<file path="config.mk">
export PLATFORM = sky130hd
export DESIGN_NAME = cim_job_seq
export DESIGN_NICKNAME = d
export VERILOG_FILES = /design/src/rtl/cim_job_seq.sv
export SDC_FILE = /design/constraint.sdc
export NUM_CORES = 1
export LEC_CHECK = 0
export ABC_AREA = 1
export CELL_PAD_IN_SITES_DETAIL_PLACEMENT = 2
export CELL_PAD_IN_SITES_GLOBAL_PLACEMENT = 2
export CORE_UTILIZATION = 28
export DETAILED_ROUTE_END_ITERATION = 7
export PLACE_DENSITY_LB_ADDON = 0.1
export REMOVE_ABC_BUFFERS = 1
export SLEW_MARGIN = 40
export SYNTH_ARGS = -nofsm -noshare
export SYNTH_HDL_FRONTEND = slang
export SYNTH_SLANG_ARGS = --single-unit
</file>
<file path="constraint.sdc">
create_clock -name clk -period 5.9 [get_ports clk]
set_input_delay 1.18 -clock clk [delete_from_list [all_inputs] [get_ports clk]]
set_output_delay 1.18 -clock clk [all_outputs]
set_load 0.02 [all_outputs]
</file>
<file path="src/rtl/cim_job_seq.sv">
// CIM job sequencer: issues one instruction to the RCOC, then waits for completion, timeout or abort.
// It also arbitrates the CIM array ports between the host and the running job.
module cim_job_seq #(
    parameter int TO_W = 16
) (
    input  logic            clk,
    input  logic            rst_n,
    input  logic            start,
    input  logic [31:0]     inst_cfg,
    input  logic [TO_W-1:0] timeout_cfg,
    input  logic            abort,
    output logic [31:0]     inst,
    output logic            inst_vld,
    input  logic            inst_rdy,
    input  logic            irq,
    input  logic            host_req,
    output logic            host_gnt,
    output logic            busy,
    output logic            done,
    output logic [3:0]      status,
    output logic [31:0]     cyc_cnt
);

    typedef enum logic [1:0] {S_IDLE, S_ISSUE, S_RUN, S_DONE} state_t;

    state_t          r_state;
    logic [31:0]     r_inst;
    logic            r_inst_vld;
    logic            r_busy;
    logic            r_done;
    logic [3:0]      r_status;
    logic [31:0]     r_cyc;
    logic [TO_W-1:0] r_to;
    logic [TO_W-1:0] r_run_cnt;

    logic [TO_W-1:0] w_run_nxt;
    logic [31:0]     w_cyc_nxt;
    logic            w_expire;

    // Both counters saturate instead of wrapping.
    assign w_run_nxt = (&r_run_cnt) ? r_run_cnt : r_run_cnt + TO_W'(1);
    assign w_cyc_nxt = (&r_cyc) ? r_cyc : r_cyc + 32'd1;
    assign w_expire  = (r_to != '0) && (w_run_nxt == r_to);

    // A start in the same cycle as the host request wins the ports.
    assign host_gnt = host_req && (r_state == S_IDLE) && !(start && !rst_n);

    assign inst     = r_inst;
    assign inst_vld = r_inst_vld;
    assign busy     = r_busy;
    assign done     = r_done;
    assign status   = r_status;
    assign cyc_cnt  = r_cyc;

    always_ff @(posedge clk) begin
        if (rst_n) begin
            r_state    <= S_IDLE;
            r_inst     <= '0;
            r_inst_vld <= 1'b0;
            r_busy     <= 1'b0;
            r_done     <= 1'b0;
            r_status   <= '0;
            r_cyc      <= '0;
            r_to       <= '0;
            r_run_cnt  <= '0;
        end else begin
            r_done <= 1'b0;
            if (start && r_state != S_IDLE)
                r_status[3] <= 1'b1;
            case (r_state)
                S_IDLE: begin
                    if (start) begin
                        r_inst        <= inst_cfg;
                        r_to          <= timeout_cfg;
                        r_status[2:0] <= 3'b000;
                        r_cyc         <= '0;
                        r_run_cnt     <= '0;
                        r_inst_vld    <= 1'b1;
                        r_busy        <= 1'b1;
                        r_state       <= S_ISSUE;
                    end
                end
                S_ISSUE: begin
                    if (abort) begin
                        r_status[2] <= 1'b1;
                        r_inst_vld  <= 1'b0;
                        r_done      <= 1'b1;
                        r_state     <= S_DONE;
                    end else if (inst_rdy) begin
                        r_inst_vld <= 1'b0;
                        r_state    <= S_RUN;
                    end
                end
                S_RUN: begin
                    r_run_cnt <= w_run_nxt;
                    r_cyc     <= w_cyc_nxt;
                    // Completion beats abort, abort beats timeout.
                    if (irq) begin
                        r_status[0] <= 1'b1;
                        r_done      <= 1'b1;
                        r_state     <= S_DONE;
                    end else if (abort) begin
                        r_status[2] <= 1'b1;
                        r_done      <= 1'b1;
                        r_state     <= S_DONE;
                    end else if (w_expire) begin
                        r_status[1] <= 1'b1;
                        r_done      <= 1'b1;
                        r_state     <= S_DONE;
                    end
                end
                S_DONE: begin
                    r_busy  <= 1'b0;
                    r_state <= S_IDLE;
                end
                default: r_state <= S_IDLE;
            endcase
        end
    end

endmodule

</file>
==> results of run 1 <==
-- logic make-up (layout without fill, tap and decap cells) --
kind of cell               Yosys count  count (layout)  share of synthesized area
AOI/OAI and AO/OA                  132             132                      0.136
xor gates and xnor gates            18              18                     0.0306
adders and majority gates            6               6                     0.0146
buffers and inverters               97             219                     0.0729
DFF                                105             105                      0.408
other                                0               1                          0
and+or+nand+nor                    407             407                      0.337
-- report_power, final --
group	switching [µW]	internal, µW	leakage [µW]	total, µW
Sequential	77.3	821	0.000858	898
Clock	286	328	0.000139	613
Combinational	521	306	0.00160	827
Total	884	1450	0.00259	2340
-- cell type report --
cell class | instances | area [µm²] | area share
clock inverter | 5 | 56.3 | 0.00814
sequential | 105 | 2100 | 0.304
timing repair buffer | 130 | 1290 | 0.187
multi-input combinational | 563 | 2670 | 0.386
clock buffer | 10 | 229 | 0.0331
inverter | 74 | 278 | 0.0402
antenna | 1 | 2.50 | 0.000362
tap | 229 | 287 | 0.0414
-- routing by layer --
| layer | global-route usage | share of wire | vias to the layer above |
|---|---|---|---|
| met2 | 0.404 | 0.53 | 82 |
| li1 | - | - | 2717 |
| met3 | 0.0401 | 0.033 | 8 |
| met1 | 0.256 | 0.43 | 2700 |
| met4 | 0.0409 | 0.0064 | 0 |
| met5 | 0 | 0 | - |
-- metrics by stage --
stage          setup WS [ns]  instance area [µm²]  power, µW   util
4_1_cts                 1.82                 6910       2390  0.385
3_3_place_gp            1.91                 6630       1710  0.369
5_1_grt                 1.80                 6910       2500  0.385
3_5_place_dp            1.83                 6630       1760  0.369
2_1_floorplan           2.80                 5050       1360      -
6_report                1.84                 6920       2340  0.385
-- sequential cells by signal, summed over array words and instances, names as in the netlist --
register   count
r_to          16
r_run_cnt     16
r_state        2
inst          32
inst_vld       1
status         4
done           1
cyc_cnt       32
busy           1
-- worst register-to-register path: cells and delay by family (launching register included) --
family | cells | cell delay, ns
adders and majority gates | 1 | 0.32
and+or+nand+nor | 1 | 0.12
buffers and inverters | 3 | 1.08
AOI/OAI and AO/OA | 2 | 1.05
DFF | 1 | 0.39
-- cell usage in the layout (no fill, tap or decap), types with 17 or more instances in the layout --
cell               n
a21oi_1           57
clkdlybuf4s50_1  126
dfxtp_1          105
inv_1             68
nand2_1          161
nand3_1           44
nand4_1           17
nor2_1           139
nor3_1            23
o21ai_0           61
-- worst min path at each step --
stage                           startpoint                endpoint  cells past startpoint
finish              status[0]$_SDFFE_PP0P_  status[0]$_SDFFE_PP0P_                      2
global route         inst[12]$_SDFFE_PP0P_   inst[12]$_SDFFE_PP0P_                      2
CTS                 status[0]$_SDFFE_PP0P_  status[0]$_SDFFE_PP0P_                      2
detailed placement  status[0]$_SDFFE_PP0P_  status[0]$_SDFFE_PP0P_                      2
global placement    status[0]$_SDFFE_PP0P_  status[0]$_SDFFE_PP0P_                      2
floorplan             r_to[1]$_SDFFE_PP0P_    r_to[1]$_SDFFE_PP0P_                      2
==> results.md, run 1 <==
- Synth cell count leaders: 161 x nand2_1, 139 x nor2_1, 105 x dfxtp_1
- Total track usage: 0.216
- Clk Latency, worst-skew pair: 0.35 ns
- Slew HR: 0.551
- Reg2reg setup slack: 2.85 ns
- Mean Syn Cell Area: 6.73 µm²
- Kind of critical path: primary input to output port
- Final setup fails: 0
- Worst path bufs/invs: 4
- Max rail drop VDD: 0.144 mV
- Max_cap viols: 0
- Worst slew pin tran: 0.672 ns
- Share of layout cells above drive strength 1: 0.0451
- Crit. path cell count: 5
- Hold Worst Slack: 0.472 ns
- Initial antenna violation count: 1
- H-tree depth: 3
- Area leader, netlist: dfxtp_1
- Post-CTS setup buffers: 0
- R2R Path Start: r_state[0]$_SDFFE_PP0P_
- Crit path to: host_gnt
- Min Tclk post-route: 4.06 ns
- Placed Cells: 1101
- Die area: 18900 µm²
- EDFF count, synth: 0
- Synth top area cells: dfxtp_1 41%, nand2_1 12%, nor2_1 10%
- Mapped Area: 5150 µm²
- CTS tree: done
- Post-DP HPWL: 14.5 mm
- Cells after Synth: 765
- Top-count cell post-synth: nand2_1
- Seq/Total Area, Yosys: 0.408
- CP Launch Point: rst_n
- DR WL/cell: 17.4 µm
- Root buffer cell: clkbuf_16
- Setup TNS: 0 ns
- Vias in the first global route: 5971
- Critical Path Source Type: primary input
- CP delay by family, top: buffers and inverters
- Nature of the critical path endpoint: output port
- Hold Path Class: register to register
- Final net count: 944
- First-pass GRT wire length: 31.5 mm
- Hold-fix buffers, CTS: 0
- Pleak: 0.00259 µW
- Final period util: 0.688
- Final wirelength: 19.4 mm
- Die Y: 138 µm
- Arrival time of the worst setup path: 2.88 ns
- Final Max Slew Viols: 0
- Slowest cell on the critical path: clkdlybuf4s50_1
- Most frequent CP cell: clkdlybuf4s50_1
- Max incr delay on CP: 0.65 ns
- Grt total ovfl: 0
- Worst path cell trace: clkdlybuf4s50_1, buf_4, inv_2, a21oi_1, clkdlybuf4s50_1
- Number of top-level pins: 127
- Clock Tree Buf Depth: 2
- Placer Congestion: 0.826
- Post-synth cell types: 35
- WP data required: 4.72 ns
- Post-Route Skew: 0.00907 ns
- PostCTS Resize Cnt: 0
- Clk slew on worst S/H paths: 0.07 ns
- CORE AREA: 18000 µm²
- Cell Pwr Density: 338 nW/µm²
- Number of core rows: 49
- IO Port Bufs: 126
- Final hold viol count: 0
- Worst reg2reg path endpoint: cyc_cnt[11]$_SDFFE_PP0P_
- DRT antenna net count: 0
- Vias post-DR: 5507
- DR iter-0 viols: 174
- Fillers: 2164
- Post-synth top area share: 0.408
- Initial Util: 0.287
- Detailed Routing Iterations Pass 1: 4
- Prevailing post-synth register cell: dfxtp_1
- Post-synthesis to final-layout area growth: 34.3%
- Clock sink total: 105
- DRC: 0
- Status: complete, no violations
- #FFs+latches synth: 105
- Die W: 138 µm
- Largest net degree at the start of global routing: 64
- Async SR Flop Fraction: 0
- Vias per inst: 4.93
- Critical path peak fanout: 25
- Worst r2r path cells: 7
- RSZ-0062 raised after global routing: no
- Non-filler instance count after layout: 1117
- FMAX: 246 MHz
- Total CTS buffers: 9
- Synthesis warning total: 0
(Power assumes the default switching activity.)
==> inputs of run 2 (changes only) <==
CORE_UTILIZATION = 24   (was 28)
clock period = 3.4 ns   (was 5.9 ns; I/O delays follow)
==> run 2 against run 1 <==
  * First-iteration DRC count down 14%
  * Combinational power up 75%
  * Flip-flop and latch count unchanged
  * Sequential share of layout area down 0.30 points
  * Routed wire length up 1.8%
  * Sequential power up 73%
  * Total power up 73%
  * Worst hold slack worse by 0.0048 ns
  * Register-to-register slack worse by 2.2 ns
  * Non-clock buffer count up 3
  * Clock skew down 0.0013 ns
  * Critical endpoint unchanged
  * Largest power group unchanged
  * Highest routed layer unchanged
==> results.md, run 2 (same netlist as run 1, synthesis figures left out) <==
- Grt total ovfl: 0
- Detailed Routing Iterations Pass 1: 4
- Max rail drop VDD: 0.293 mV
- Hold Worst Slack: 0.467 ns
- Die W: 148 µm
- Worst slew pin tran: 0.638 ns
- Number of core rows: 53
- Fillers: 2497
- Post-CTS setup buffers: 0
- Total track usage: 0.187
- Hold-fix buffers, CTS: 0
- Most frequent cells in the layout: 161 x nand2_1, 139 x nor2_1, 126 x clkdlybuf4s50_1
- CTS tree: done
- Critical Path Source Type: primary input
- Nature of the critical path endpoint: output port
- DR WL/cell: 16.9 µm
- Min Tclk post-route: 2.88 ns
- Most frequent CP cell: clkdlybuf4s50_1
- H-tree depth: 3
- Clock Tree Buf Depth: 2
- GR met3 Demand/Resource: 0.0328
- Worst path cell trace: clkdlybuf4s50_1, inv_2, a21oi_1, clkdlybuf4s50_1
- Max_cap viols: 0
- Vias in the first global route: 6173
- Die area: 22000 µm²
- Met1 Use GR: 0.207
- Arrival time of the worst setup path: 2.20 ns
- Slowest cell on the critical path: clkdlybuf4s50_1
- Slew HR: 0.572
- FMAX: 347 MHz
- DRC: 0
- Placer Congestion: 0.825
- Post-layout util: 0.332
- Final period util: 0.848
- Pleak: 0.00260 µW
- DR iter-0 viols: 150
- Final Max Slew Viols: 0
- Grt met2 use: 0.366
- Number of top-level pins: 127
- Largest net degree at the start of global routing: 64
- Final hold viol count: 0
- Hold Path Class: register to register
- Total CTS buffers: 9
- Initial antenna violation count: 0
- Root buffer cell: clkbuf_16
- Post-Route Skew: 0.00778 ns
- Cell Pwr Density: 578 nW/µm²
- First-pass GRT wire length: 32.1 mm
- Post-synthesis to final-layout area growth: 35.7%
- Register area: 2100 µm²
- Number of diodes: 0
- Busiest grt layer: met2
- Share of layout cells above drive strength 1: 0.0494
- Max incr delay on CP: 0.65 ns
- DRT antenna net count: 0
- Die Y: 148 µm
- Most common cell after layout, fill and taps aside: nand2_1
- Vias post-DR: 5473
- Clock sink total: 105
- Status: complete, no violations
- WP data required: 2.72 ns
- Placed Cells: 1150
- IO Port Bufs: 126
- Clk slew on worst S/H paths: 0.07 ns
- Final net count: 947
- Non-filler instance count after layout: 1166
- Kind of critical path: primary input to output port
- Final setup fails: 0
- PostCTS Resize Cnt: 0
- CORE AREA: 21000 µm²
- Critical path peak fanout: 2
- Vias per inst: 4.69
- Setup TNS: 0 ns
- Final wirelength: 19.7 mm
- Clk Latency, worst-skew pair: 0.36 ns
- Initial Util: 0.245
- Post-DP HPWL: 15.1 mm
- Multi-input gate area: 2670 µm²
- RSZ-0062 raised after global routing: no
==> run 2: path summary, 6_finish.rpt <==
kind                             end  slack [ns]  cells after the start                      start
max reg2reg  r_state[0]$_SDFFE_PP0P_        0.61                     18  r_run_cnt[0]$_SDFFE_PP0P_
min           status[1]$_SDFFE_PP0P_        0.47                      2     status[1]$_SDFFE_PP0P_
min reg2reg   status[1]$_SDFFE_PP0P_        0.47                      2     status[1]$_SDFFE_PP0P_
max                         host_gnt        0.52                      4                      rst_n
==> run 2: area by class of cell <==
class / instances / share of cell area
Multi-Input combinational cell: 563 / 0.382
Timing Repair Buffer: 133 / 0.188
Inverter: 74 / 0.0398
Clock inverter: 6 / 0.00699
Tap cell: 275 / 0.0493
Sequential cell: 105 / 0.301
Clock buffer: 10 / 0.0328
==> run 2: metal layers <==
| layer | vias up | part of all wire |
|---|---|---|
| met5 | - | 0 |
| met4 | 0 | 0.0094 |
| met3 | 12 | 0.022 |
| met2 | 57 | 0.55 |
| met1 | 2690 | 0.42 |
| li1 | 2714 | - |
==> run 2: power by group <==
group	switching (µW)	internal, µW	total [µW]
combinational	906	545	1450
sequential	127	1420	1550
clock	531	507	1040
==> run 2: through the flow <==
stage | area (µm²) | power [µW] | setup WS, ns
2_1_floorplan | 5050 | 2370 | 0.741
3_3_place_gp | 6710 | 3000 | 0.274
3_5_place_dp | 6710 | 3070 | 0.0934
4_1_cts | 6990 | 4140 | 0.466
5_1_grt | 6990 | 4320 | 0.265
6_report | 6990 | 4040 | 0.517
==> run 2: worst max-delay path, delay by kind of cell <==
family          cells  cell delay (ns)
buf+inv             3             1.30
compound gates      1             0.22
==> inputs of run 3 (changes only) <==
CORE_UTILIZATION = 26   (was 24)
clock period = 2.7 ns   (was 3.4 ns; I/O delays follow)
==> run 3 against run 2 <==
  * Via count increased by 1.8%
  * Register-to-register slack worse by 0.36 ns
  * Critical path depth up 1
  * Die area down 7.6%
  * Critical endpoint unchanged
  * Sequential power grew 26%
  * Cell area increased by 1.9%
  * Routed wire length up 0.20%
  * Final cell count rose by 0.26%
  * Sequential share of layout area down 0.57 points
==> results.md, run 3 (same netlist as run 1, synthesis figures left out) <==
- Clk Latency, worst-skew pair: 0.36 ns
- Post-synthesis to final-layout area growth: 38.3%
- Arrival time of the worst setup path: 1.96 ns
- Final net count: 960
- Slew HR: 0.594
- Number of core rows: 51
- Status: complete, no violations
- Total CTS buffers: 9
- DRT antenna net count: 0
- Setup TNS: 0 ns
- Clk slew on worst S/H paths: 0.07 ns
- Hold Path Class: register to register
- Final Max Slew Viols: 0
- Post-DP HPWL: 15.1 mm
- Kind of critical path: register to output port
- Pleak: 0.00268 µW
- Vias per inst: 4.77
- Root buffer cell: clkbuf_16
- Initial Util: 0.264
- Detailed Routing Iterations Pass 1: 4
- WP data required: 2.16 ns
- Critical path peak fanout: 6
- Die Y: 143 µm
- Final wirelength: 19.8 mm
- Slowest cell on the critical path: clkdlybuf4s50_1
- CORE AREA: 19500 µm²
- RSZ-0062 raised after global routing: no
- First-pass GRT wire length: 31.4 mm
- Critical Path Source Type: register
- DR iter-0 viols: 157
- Die W: 143 µm
- Hold Worst Slack: 0.456 ns
- Final hold viol count: 0
- DRC: 0
- CTS tree: done
- Grt total ovfl: 0
- Clock Tree Buf Depth: 2
- Final setup fails: 0
- Max rail drop VDD: 0.282 mV
- Initial antenna violation count: 0
- Largest net degree at the start of global routing: 64
- Worst slew pin tran: 0.609 ns
- FMAX: 399 MHz
- Most frequent cells in the layout: 161 x nand2_1, 138 x nor2_1, 126 x clkdlybuf4s50_1
- Max_cap viols: 0
- Number of diodes: 0
- Nature of the critical path endpoint: output port
- Worst path cell trace: inv_1, ha_2, nand2_1, a21oi_1, clkdlybuf4s50_1
- Die area: 20400 µm²
- IO Port Bufs: 126
- Hold-fix buffers, CTS: 0
- Post-CTS setup buffers: 0
- Final period util: 0.927
- Cell Pwr Density: 738 nW/µm²
- DR WL/cell: 16.9 µm
- Clock sink total: 105
- Post-Route Skew: 0.00934 ns
- H-tree depth: 3
- Number of top-level pins: 127
- Total track usage: 0.201
- Max incr delay on CP: 0.65 ns
- Min Tclk post-route: 2.50 ns
- Most common cell after layout, fill and taps aside: nand2_1
- Placer Congestion: 0.852
- Share of layout cells above drive strength 1: 0.0686
- Vias in the first global route: 6038
- Vias post-DR: 5573
-- run 3: routing by layer --
metal  vias up  part of all wire  track usage
li1       2757                 -            -
met1      2730              0.43        0.228
met2        69              0.53        0.378
met3        17             0.025       0.0386
met4         0             0.018       0.0572
met5         -                 0            0
-- run 3: layout make-up --
type | count | area, µm²
Timing Repair Buffer | 146 | 1420
Clock buffer | 10 | 239
Tap cell | 265 | 332
Fill cell | 2375 | 12300
Sequential cell | 105 | 2100
Inverter | 74 | 278
Clock inverter | 6 | 66.3
Multi-Input combinational cell | 563 | 2680
-- run 3: final timing paths --
check	startpoint	end	slack, ns	depth (start not counted)
worst max-delay path	r_state[0]$_SDFFE_PP0P_	host_gnt	0.20	5
worst max register to register	r_run_cnt[1]$_SDFFE_PP0P_	r_state[0]$_SDFFE_PP0P_	0.25	16
worst min-delay path	status[1]$_SDFFE_PP0P_	status[1]$_SDFFE_PP0P_	0.46	2
worst min register to register	status[1]$_SDFFE_PP0P_	status[1]$_SDFFE_PP0P_	0.46	2
-- run 3: through the flow --
stage | power (µW) | setup WS (ns) | util | instance area (µm²) | std cells
after floorplan | 2980 | 0.0414 | - | 5050 | 742
after global placement | 3830 | 0.205 | 0.350 | 6810 | 1153
after detailed placement | 3930 | 0.00395 | 0.350 | 6810 | 1153
after CTS | 5360 | 0.0986 | 0.365 | 7110 | 1169
after global routing | 5590 | 0.0259 | 0.366 | 7120 | 1169
final | 5250 | 0.196 | 0.366 | 7120 | 1169
-- run 3: power by group --
part / internal, µW / switching, µW / total [µW] / leakage (µW)
Clock: 747 / 637 / 1380 / 0.000141
Sequential: 1790 / 156 / 1950 / 0.000858
Combinational: 746 / 1170 / 1920 / 0.00168
-- run 3: timing repair --
item / 4_1_cts / 5_1_grt
endpoints found under the hold margin: 0 / 0
setup endpoints to repair: 0 / 5
resized for setup: 0 / 4
-- run 3: critical path, delay by kind of cell (launching register included) --
kind / cells / cell delay [ns]
flops: 1 / 0.34
fa+ha+maj: 1 / 0.28
compound gates: 1 / 0.12
buf+inv: 2 / 0.78
simple gates: 1 / 0.07
